## src/rtl/round_sequencer.sv

```systemverilog
// round_sequencer: game FSM driving generate/show/input rounds, judging wins and publishing the score
module round_sequencer #(
  parameter int NUM_ROUNDS     = 10,
  parameter int LRST_CYCLES    = 4,
  parameter int SETTLE_CYCLES  = 3,
  parameter int GAP_CYCLES     = 500,
  parameter int TIMEOUT_CYCLES = 10000
) (
  input  logic        clk_1,
  input  logic        rst,
  input  logic        restart,
  input  logic        level_done,
  input  logic [2:0]  level,
  input  logic        pattern_gen_end,
  input  logic        print_end,
  input  logic        input_trim_end,
  input  logic        round_win,
  output logic        lrst_n,
  output logic        pg_enable,
  output logic [15:0] lv_mask,
  output logic [4:0]  round_count,
  output logic [3:0]  answer_count,
  output logic [6:0]  score,
  output logic        game_end,
  output logic        round_timeout,
  output logic [3:0]  state
);
  localparam logic [3:0] IDLE = 4'd0, RRST = 4'd1, GEN = 4'd2, SHOW = 4'd3, INPUT = 4'd4,
                         SETTLE = 4'd5, SCORE = 4'd6, GAP = 4'd7, DONE = 4'd8;
  localparam int CW = $clog2(TIMEOUT_CYCLES + GAP_CYCLES + LRST_CYCLES + SETTLE_CYCLES + 1);
  logic [CW-1:0] cnt;
  logic          win;
  logic [31:0]   lim;
  logic          hit;
  logic [3:0]    ans_next;
  logic          one_hot;
  // One shared counter; its terminal count depends on the state it is timing
  always_comb begin
    lim = state == RRST ? 32'(LRST_CYCLES) : state == INPUT ? 32'(TIMEOUT_CYCLES) :
          state == SETTLE ? 32'(SETTLE_CYCLES) : 32'(GAP_CYCLES);
    hit = 32'(cnt) + 32'd1 >= lim;
    ans_next = answer_count + {3'd0, win & (answer_count != 4'hf)};
    one_hot = level == 3'b001 || level == 3'b010 || level == 3'b100;
  end
  always_ff @(posedge clk_1 or negedge rst) begin
    if (!rst) begin
      state <= IDLE;
      lrst_n <= 1'b1;
      pg_enable <= 1'b0;
      lv_mask <= '0;
      round_count <= '0;
      answer_count <= '0;
      score <= '0;
      game_end <= 1'b0;
      round_timeout <= 1'b0;
      cnt <= '0;
      win <= 1'b0;
    end else if (restart) begin
      state <= IDLE;
      lrst_n <= 1'b1;
      pg_enable <= 1'b0;
      lv_mask <= '0;
      round_count <= '0;
      answer_count <= '0;
      score <= '0;
      game_end <= 1'b0;
      round_timeout <= 1'b0;
      cnt <= '0;
      win <= 1'b0;
    end else begin
      round_timeout <= 1'b0;
      case (state)
        IDLE: if (level_done && one_hot) begin
          lv_mask <= level[0] ? 16'h00ff : level[1] ? 16'h0fff : 16'hffff;
          state <= RRST;
          lrst_n <= 1'b0;
          cnt <= '0;
        end
        RRST: if (hit) begin
          state <= GEN;
          lrst_n <= 1'b1;
          pg_enable <= 1'b1;
        end else cnt <= cnt + 1'b1;
        GEN: if (pattern_gen_end) begin
          state <= SHOW;
          pg_enable <= 1'b0;
        end
        SHOW: if (print_end) begin
          state <= INPUT;
          cnt <= '0;
        end
        // A trim that lands on the timeout cycle still counts as a normal answer
        INPUT: if (input_trim_end) begin
          state <= SETTLE;
          cnt <= '0;
        end else if (hit) begin
          state <= SCORE;
          win <= 1'b0;
          round_timeout <= 1'b1;
        end else cnt <= cnt + 1'b1;
        SETTLE: if (hit) begin
          state <= SCORE;
          win <= round_win;
        end else cnt <= cnt + 1'b1;
        SCORE: begin
          round_count <= round_count + 1'b1;
          answer_count <= ans_next;
          if (32'(round_count) + 32'd1 == 32'(NUM_ROUNDS)) begin
            state <= DONE;
            game_end <= 1'b1;
            score <= 7'(ans_next) * 7'd10;
          end else begin
            state <= GAP;
            cnt <= '0;
          end
        end
        GAP: if (hit) begin
          state <= RRST;
          lrst_n <= 1'b0;
          cnt <= '0;
        end else cnt <= cnt + 1'b1;
        DONE: ;
        default: state <= IDLE;
      endcase
    end
  end
endmodule
```

## config.mk

```make
export PLATFORM = sky130hd
export DESIGN_NAME = round_sequencer
export DESIGN_NICKNAME = d
export VERILOG_FILES = /design/src/rtl/round_sequencer.sv
export SDC_FILE = /design/constraint.sdc
export NUM_CORES = 1
export LEC_CHECK = 0
export ABC_CLOCK_PERIOD_IN_PS = 9000
export BUFFER_PORTS_ARGS = -buffer_cell sky130_fd_sc_hd__buf_4
export CAP_MARGIN = 20
export CORE_MARGIN = 5
export CORE_UTILIZATION = 50
export CTS_CLUSTER_DIAMETER = 150
export DETAILED_ROUTE_END_ITERATION = 8
export HOLD_SLACK_MARGIN = 0.03
export PLACE_DENSITY = 0.72
export SYNTH_ARGS = -nofsm -noshare
export SYNTH_HDL_FRONTEND = slang
export SYNTH_SLANG_ARGS = --single-unit
```

## constraint.sdc

```tcl
create_clock -name clk_1 -period 9 [get_ports clk_1]
set_input_delay 1.8 -clock clk_1 [delete_from_list [all_inputs] [get_ports clk_1]]
set_output_delay 1.8 -clock clk_1 [all_outputs]
set_load 0.005 [all_outputs]
```

======== Yosys cells after proc, flatten, opt, wreduce, memory -nomap -nowiden ========
Index checks and enable logic that the tools add are counted.
cells by class
  order comparisons ....................... 1
  bitwise operators ....................... 1
  multipliers ............................. 1
  add/sub/neg operators ................... 5
  reductions and logical operators ........ 20
  mux-type cells .......................... 52
  equality and inequality tests ........... 23
operator list
  operator                                              number
  2-to-1 mux 14 bit                                     9
  case mux 14 bit (6 select lines)                      1
  2-to-1 mux 16 bit                                     5
  2-to-1 mux 4 bit                                      11
  case mux 4 bit (9 select lines)                       1
  != test 3 bit (second input constant)                 9
  2-to-1 mux 7 bit                                      3
  equality test 4 x 3 -> 1 bit (second input constant)  4
  2-to-1 mux 1 bit                                      16
  adder 14 x 1 -> 15 bit (second input constant)        1
  >= comparator 15 x 14 -> 1 bit                        1
  adder 14 x 1 -> 14 bit (second input constant)        1
  AND reduction 4 bit                                   3
  2-to-1 mux 5 bit                                      2
  2-to-1 mux 9 bit                                      1
  equality test 4 x 2 -> 1 bit (second input constant)  2
  nonzero test 2 bit                                    4
  nonzero test 7 bit                                    1
  adder 5 x 1 -> 6 bit (second input constant)          1
  equality test 6 x 4 -> 1 bit (second input constant)  1
  multiplier 4 x 3 -> 6 bit (second input constant)     1
  AND reduction 6 bit                                   1
  nonzero test 3 bit                                    2
  adder 5 x 1 -> 5 bit (second input constant)          1
  18 further kinds                                      21
word-level totals
  output and inout port bits .............. 40
  register bits after elaboration ......... 55
  input port bits ......................... 11

======== Logic depth before layout (Yosys ltp) ========
Gate-level depths: netlist of the first run.
  depth after elaboration ................. 9
  mapped depth ............................ 18
  depth with buffers taken out ............ 16

======== Worst setup path before layout of the first run ========
Ideal clock, no wire load.
  path kind ............................... register to register
  start point ............................. register cnt[0]
  end point ............................... register cnt[0]
  library setup time ...................... 0.083 ns
  path slack .............................. 5.604 ns
  required time ........................... 8.917 ns
  arrival time ............................ 3.313 ns
  cell stages (with the launch flop) ...... 19
  period minus slack after synthesis ...... 3.396 ns
  path through ............................ dfrtp_1 ha_1 nand3_2 or2_2 nor3_1 xnor2_1 ha_1 nand2_1 nor2_1 a2111o_1 o22ai_1 o21ai_4 inv_2 buf_6 buf_8 ha_1 nor2_1 a21oi_1 o21ai_0
on the way
  longest elaborated chain between the ends .. 6
ends and longest elaborated chain
  item                                line         RTL
  start, declared                     31           logic [CW-1:0] cnt;
  start signal, assigned              83           end else cnt <= cnt + 1'b1;
  start signal, assigned              100          end else cnt <= cnt + 1'b1;
  start signal, assigned              104          end else cnt <= cnt + 1'b1;
  adder 14 x 1 -> 15 bit              41           hit = 32'(cnt) + 32'd1 >= lim;
  >= comparator 15 x 14 -> 1 bit      41
  2-to-1 mux 14 bit                   79, 96, 101
  2-to-1 mux 14 bit                   93           INPUT: if (input_trim_end) begin
  case mux 14 bit (6 select lines) *  72           case (state)
  2-to-1 mux 14 bit *                 58           end else if (restart) begin
Every way passes the cells marked *; elsewhere a longest branch is shown, timed or not.
A chain may end at the register's enable or synchronous reset.

======== Worst setup path after layout of the first run ========
  start point ............................. register cnt[0]
  end point ............................... register cnt[8]
The elaborated chain is that of the path after synthesis.

==> run_results.csv, run 1 <==
group,metric,value,unit
outcome,status,"completed",
yosys,synth_mux_area_share,2.38,%
cts,numClockSinks,41,
cells_and_area,flow.area_growth_from_synthesis,13.9,%
cts,cts_setup_buffers,0,
yosys,syn_inst,337,
grt,antenna_found_initial,0,
pwr,p_seq_share,47.4,%
detailed_routing,drt-total-wl,6810,um
sta,setup_viol,0,
pwr,swShare,27.6,%
yosys,synth_compound_area_share,18.3,%
sta,setup_tns,0,ns
worst_setup_path,end_kind,"flip-flop",
pwr,total_leakage_power,1.55,nW
cts,worstSkewPairLatency,0.29,ns
grt,grt_first_pass_wirelength,11800,um
yosys,async_reset_ff_share,100,%
floorplan,placementRows,28,
detailed_routing,dr.pass1.iters,4,
yosys,synth_top_family_by_area,"simple AND/OR/NAND/NOR gates",
floorplan,core_area,5820,um^2
placement,hpwl,5020,um
cts,cts_root_buf,"clkbuf_8",
pwr,p_per_area,123,nW/um^2
yosys,synth.avg_cell_area,8.74,um^2
cts,numCtsBuffers,5,
yosys,syn_area,2950,um^2
sta,hold_viol_final,0,
sta,clock_skew,0.00676,ns
yosys,synth_simple_gate_area_share,21.1,%
worst_setup_path,worstPathRequired,9.17,ns
sta,tightest_slew,0.786,ns
worst_setup_path,critPathLaunchType,"flip-flop",
sta,finalMaxSlewViolations,0,
cts,cts_tree,"done",
floorplan,die_h,86.8,um
yosys,synthXorXnorAreaFrac,5.35,%
pwr,power,0.412,mW
sta,finalCritPeriodShare,43.5,%
grt,grt_max_degree,42,
yosys,synthAdderAreaFrac,8.75,%
worst_setup_path,crit_type,"reg -> reg",
detailed_routing,ant_nets,0,
grt,grt_usage,19.2,%
cells_and_area,antenna_cells,0,
yosys,synthFlopType,"dfrtp_1",
sta,slew_headroom,47.4,%
pwr,p_comb_share,15.7,%
pwr,peakVddDrop,0.0000854,V
cts,htreeDepth,2,
detailed_routing,num_vias,2538,
yosys,ys_seq_area_share,34.9,%
sta,max_freq,0.255,GHz
worst_setup_path,crit_arrival,4.09,ns
detailed_routing,drt-vias-per-instance,5.73,
cells_and_area,finalNetCount,398,
grt,grt_pass1_vias,2475,
detailed_routing,remaining_drc_errors,0,
grt,overflow,0,
placement,numPortBuffers,49,
sta,layout_min_cycle_time,3.92,ns
floorplan,dieArea,7530,um^2
pwr,clkPwrFrac,36.9,%
cells_and_area,most-common-layout-cells,"buf_4 (50), nor2_1 (45), dfrtp_1 (40)",
detailed_routing,drt_iter0_drc,143,
yosys,yosysWarnings,0,
detailed_routing,wire_per_inst,15.4,um
worst_hold_path,hold_class,"reg -> reg",
cts,cts_resized,0,
yosys,synth_cell_types,61,
floorplan,start_util,50.7,%
floorplan,die_w,86.8,um
yosys,synth_nets,368,
floorplan,io_pins,51,
pwr,p_int,0.298,mW
sta,rsz0062_at_grt,"no",
flow_run,drv_cap,0,
pwr,p_switching,0.113,mW
cts,ctsHoldBuffers,0,
yosys,synth-seq-cells,41,
worst_setup_path,crit_fanout,8,
cells_and_area,drive_above_1_share,19.3,%
cells_and_area,layout_commonest_cell,"buf_4",
yosys,synth-edff-count,0,
cts,cts_buffer_depth,2,
placement,gp_congestion,0.869,
cts,path_clk_slew,0.09,ns
==> Yosys cell counts (all sizes together), types with 5 or more instances <==
cell type	instances	share of area (%)
nor2	45	5.7
dfrtp	40	34
inv	25	3.2
nand2	21	2.7
o21ai	20	3.8
buf	19	4.9
ha	19	8.1
a21oi	15	2.5
nand3	13	2.4
nor3	12	2.4
xnor2	11	3.3
clkbuf	8	1.0
mux2i	7	2.4
nand2b	7	1.5
nand4	7	2.5
xor2	7	2.1
o211ai	6	1.7
nor4	5	1.1
==> metal layers <==
| metal | part of all wire, % | vias to the layer above | global-route usage (%) | wire (um) |
|---|---|---|---|---|
| met5 | 0 | - | 0 | 0 |
| met2 | 49 | 65 | 31.8 | 3360 |
| li1 | - | 1241 | - | - |
| met4 | 1.1 | 0 | 5.24 | 74 |
| met3 | 5.0 | 9 | 3.33 | 342 |
| met1 | 45 | 1223 | 25.9 | 3040 |
==> final cells by class <==
| type | count | area, um^2 |
|---|---|---|
| Timing Repair Buffer | 50 | 375 |
| Sequential cell | 41 | 1030 |
| Multi-Input combinational cell | 244 | 1650 |
| Tap cell | 75 | 93.8 |
| Fill cell | 539 | 2460 |
| Clock inverter | 3 | 46.3 |
| Clock buffer | 5 | 68.8 |
| Inverter | 25 | 93.8 |
==> state kept, by name, indices dropped and copies added (netlist names) <==
register       flops
cnt               14
score              6
round_timeout      1
pg_enable          1
win                1
game_end           1
lv_mask            3
answer_count       4
lrst_n             1
round_count        5
state              4
==> stage by stage <==
step / cells / hold slack, ns / util (%) / setup slack [ns] / cell area, um^2
floorplan: 337 / 0.486 / - / 5.60 / 2950
global placement: 435 / 0.491 / 55.7 / 5.28 / 3240
global route: 443 / 0.564 / 57.7 / 4.75 / 3360
detailed placement: 435 / 0.501 / 55.7 / 5.14 / 3240
finish: 443 / 0.521 / 57.7 / 5.08 / 3360
CTS: 443 / 0.526 / 57.7 / 5.11 / 3360
==> power by group through the flow <==
stage | logic, mW | registers [mW] | clock network (mW)
5_1_grt | 0.0740 | 0.196 | 0.164
3_3_place_gp | 0.0641 | 0.198 | 0
6_report | 0.0648 | 0.195 | 0.152
4_1_cts | 0.0649 | 0.195 | 0.157
2_1_floorplan | 0.0451 | 0.196 | 0
3_5_place_dp | 0.0647 | 0.199 | 0
==> path summary, 6_finish.rpt <==
path,start,endpoint,slack [ns],cells past startpoint
worst max-delay path,cnt[0],cnt[8],5.08,14
worst min-delay path,game_end,game_end,0.52,2
worst max register to register,cnt[0],cnt[8],5.08,14
worst min register to register,game_end,game_end,0.52,2
max in group asynchronous,rst,round_timeout,7.14,1
min in group asynchronous,rst,pg_enable,1.47,1
==> critical path, cell delays in order, from the launching register on <==
cell      delay [ns]
dfrtp_1         0.50
ha_1            0.30
nand3_2         0.18
or2_2           0.36
nor3_1          0.18
xnor2_1         0.17
ha_1            0.29
nand2_1         0.08
nor2_1          0.04
a2111o_1        0.33
o22ai_1         0.28
o21ai_0         0.14
o21ai_0         0.54
buf_4           0.27
o221ai_1        0.13
==> cell families (layout without fill, tap and decap cells) <==
kind of cell | Yosys count | after routing
xor+xnor | 18 | 18
mux | 7 | 7
simple gates | 121 | 121
other cells | 1 | 1
buf+inv | 52 | 83
flops | 41 | 41
fa+ha+maj | 20 | 20
compound gates | 77 | 77
Power figures use the tool's default switching activity.
==> run 2: changes to the inputs <==
--- a/config.mk
+++ b/config.mk
@@ -5,7 +5,7 @@
 export SDC_FILE = /design/constraint.sdc
 export NUM_CORES = 1
 export LEC_CHECK = 0
-export ABC_CLOCK_PERIOD_IN_PS = 9000
+export ABC_CLOCK_PERIOD_IN_PS = 4000
 export BUFFER_PORTS_ARGS = -buffer_cell sky130_fd_sc_hd__buf_4
 export CAP_MARGIN = 20
 export CORE_MARGIN = 5
==> constraint.sdc (replaced) <==
create_clock -name clk_1 -period 4 [get_ports clk_1]
set_input_delay 0.8 -clock clk_1 [delete_from_list [all_inputs] [get_ports clk_1]]
set_output_delay 0.8 -clock clk_1 [all_outputs]
set_load 0.005 [all_outputs]
==> run_results.csv, run 2 (synthesized netlist as in run 1, its figures left out) <==
group,metric,value,unit
cells_and_area,reg.largest.list,"cnt (14), score (6), round_count (5)",
cells_and_area,antenna_cells,0,
cells_and_area,finalNetCount,402,
grt,antenna_found_initial,0,
cts,numClockSinks,41,
pwr,total_leakage_power,1.57,nW
cts,cts_tree,"done",
outcome,status,"completed",
detailed_routing,dr.pass1.iters,4,
floorplan,core_area,5820,um^2
grt,overflow,0,
floorplan,io_pins,51,
worst_setup_path,cp_cell_sequence,"ha_1 > nand3_2 > or2_2 > nor3_1 > xnor2_1 > ha_1 > nand3_1 > or4_4 > o21ai_4 > inv_2 > ha_1 > nor2_1 > a21oi_1 > o21ai_0",
cts,cts_root_buf,"clkbuf_8",
detailed_routing,wire_per_inst,15.6,um
cts,cts_buffer_depth,2,
cts,ctsHoldBuffers,0,
sta,clock_skew,0.00675,ns
grt,grt_pass1_vias,2452,
sta,finalMaxSlewViolations,0,
cts,path_clk_slew,0.08,ns
placement,pre_cts_ws,0.290,ns
placement,hpwl,5100,um
grt,grt_max_degree,42,
flow_run,drv_cap,0,
sta,setup_viol,0,
sta,finalWorstSetupSlack,0.309,ns
pwr,p_per_area,259,nW/um^2
sta,rsz0062_at_grt,"no",
worst_setup_path,cp_top_family,"simple AND/OR/NAND/NOR gates",
grt,grt_usage,18.8,%
sta,slew_headroom,63.6,%
worst_setup_path,crit_type,"reg -> reg",
worst_setup_path,end_kind,"flip-flop",
detailed_routing,drt-total-wl,6960,um
cts,worstSkewPairLatency,0.29,ns
worst_setup_path,startpoint,"cnt[0]",
cells_and_area,drive_above_1_share,20.4,%
worst_setup_path,crit_fanout,12,
worst_setup_path,path_buf_inv,1,
worst_hold_path,hold_class,"in -> async",
cells_and_area,largest_reg_flops,14,
sta,tightest_slew,0.539,ns
sta,setup_tns,0,ns
worst_setup_path,cpMostUsedCell,"ha_1",
detailed_routing,num_vias,2587,
sta,max_freq,0.271,GHz
floorplan,die_w,86.8,um
detailed_routing,drt-vias-per-instance,5.79,
floorplan,dieArea,7530,um^2
cells_and_area,most-common-layout-cells,"buf_4 (54), nor2_1 (45), dfrtp_1 (40)",
worst_setup_path,critPathLaunchType,"flip-flop",
pwr,peakVddDrop,0.000152,V
placement,gp_congestion,0.908,
placement,numPortBuffers,49,
cells_and_area,flow.area_growth_from_synthesis,14.5,%
cells_and_area,layout_commonest_cell,"buf_4",
detailed_routing,ant_nets,0,
sta,hold_slack,0.485,ns
cts,numCtsBuffers,5,
worst_setup_path,crit_arrival,3.90,ns
floorplan,die_h,86.8,um
grt,grt_first_pass_wirelength,11300,um
worst_setup_path,critPathMaxStageDelay,0.49,ns
cts,htreeDepth,2,
worst_setup_path,worstPathRequired,4.21,ns
detailed_routing,remaining_drc_errors,0,
cells_and_area,regMostFlops,"cnt",
worst_setup_path,slowest_stage,"dfrtp_1",
worst_setup_path,reg2reg_from,"cnt[0]",
floorplan,start_util,50.7,%
floorplan,placementRows,28,
sta,layout_min_cycle_time,3.69,ns
detailed_routing,drt_iter0_drc,200,
sta,hold_viol_final,0,
sta,finalCritPeriodShare,92.3,%
run 2: cell types whose count changed in the layout (fill, tap and decap cells not counted):
cell	before	now
buf_4	50	54
bufinv_16	1	0
clkbuf_8	5	6
clkinv_2	0	1
clkinvlp_4	1	0
o22ai_1	1	0
o22ai_2	0	1
run 2: repair_timing:
item	CTS	global route
endpoints found under the hold margin	0	0
setup endpoints to repair	0	2
setup buffers	0	0
resized for setup	0	1
run 2: worst paths after layout:
path | to | slack, ns | depth (start not counted)
worst max-delay path | cnt[0] | 0.31 | 14
worst min-delay path | pg_enable | 0.49 | 1
worst max register to register | cnt[0] | 0.31 | 14
worst min register to register | game_end | 0.52 | 2
max in group asynchronous | cnt[12] | 3.14 | 1
min in group clk_1 | game_end | 0.52 | 2
run 2: final cells by class:
cell class / instances / area [um^2]
multi-input cells: 244 / 1660
well taps: 75 / 93.8
repair buffers: 54 / 405
fillers: 524 / 2440
clock inverters: 2 / 13.8
flip-flops and latches: 41 / 1030
clock buffers: 6 / 82.6
inverters: 25 / 93.8
run 2: report_power, final:
| part | total (mW) | internal, mW | switching (mW) |
|---|---|---|---|
| Clock | 0.287 | 0.140 | 0.147 |
| Combinational | 0.147 | 0.0614 | 0.0860 |
| Sequential | 0.439 | 0.422 | 0.0169 |
run 2: per-stage QoR:
stage	cell area (um^2)	util, %	power, mW	instances
2_1_floorplan	2950	-	0.542	337
3_3_place_gp	3270	56.2	0.592	439
3_5_place_dp	3270	56.2	0.593	439
4_1_cts	3370	57.9	0.882	447
5_1_grt	3370	58.0	0.920	447
6_report	3370	58.0	0.874	447
run 2: routing by layer:
layer	vias to the layer above	wire, um	global-route usage, %
li1	1261	-	-
met1	1238	3060	23.0
met2	80	3440	33.4
met3	8	394	2.85
met4	0	70	6.23
met5	-	0	0
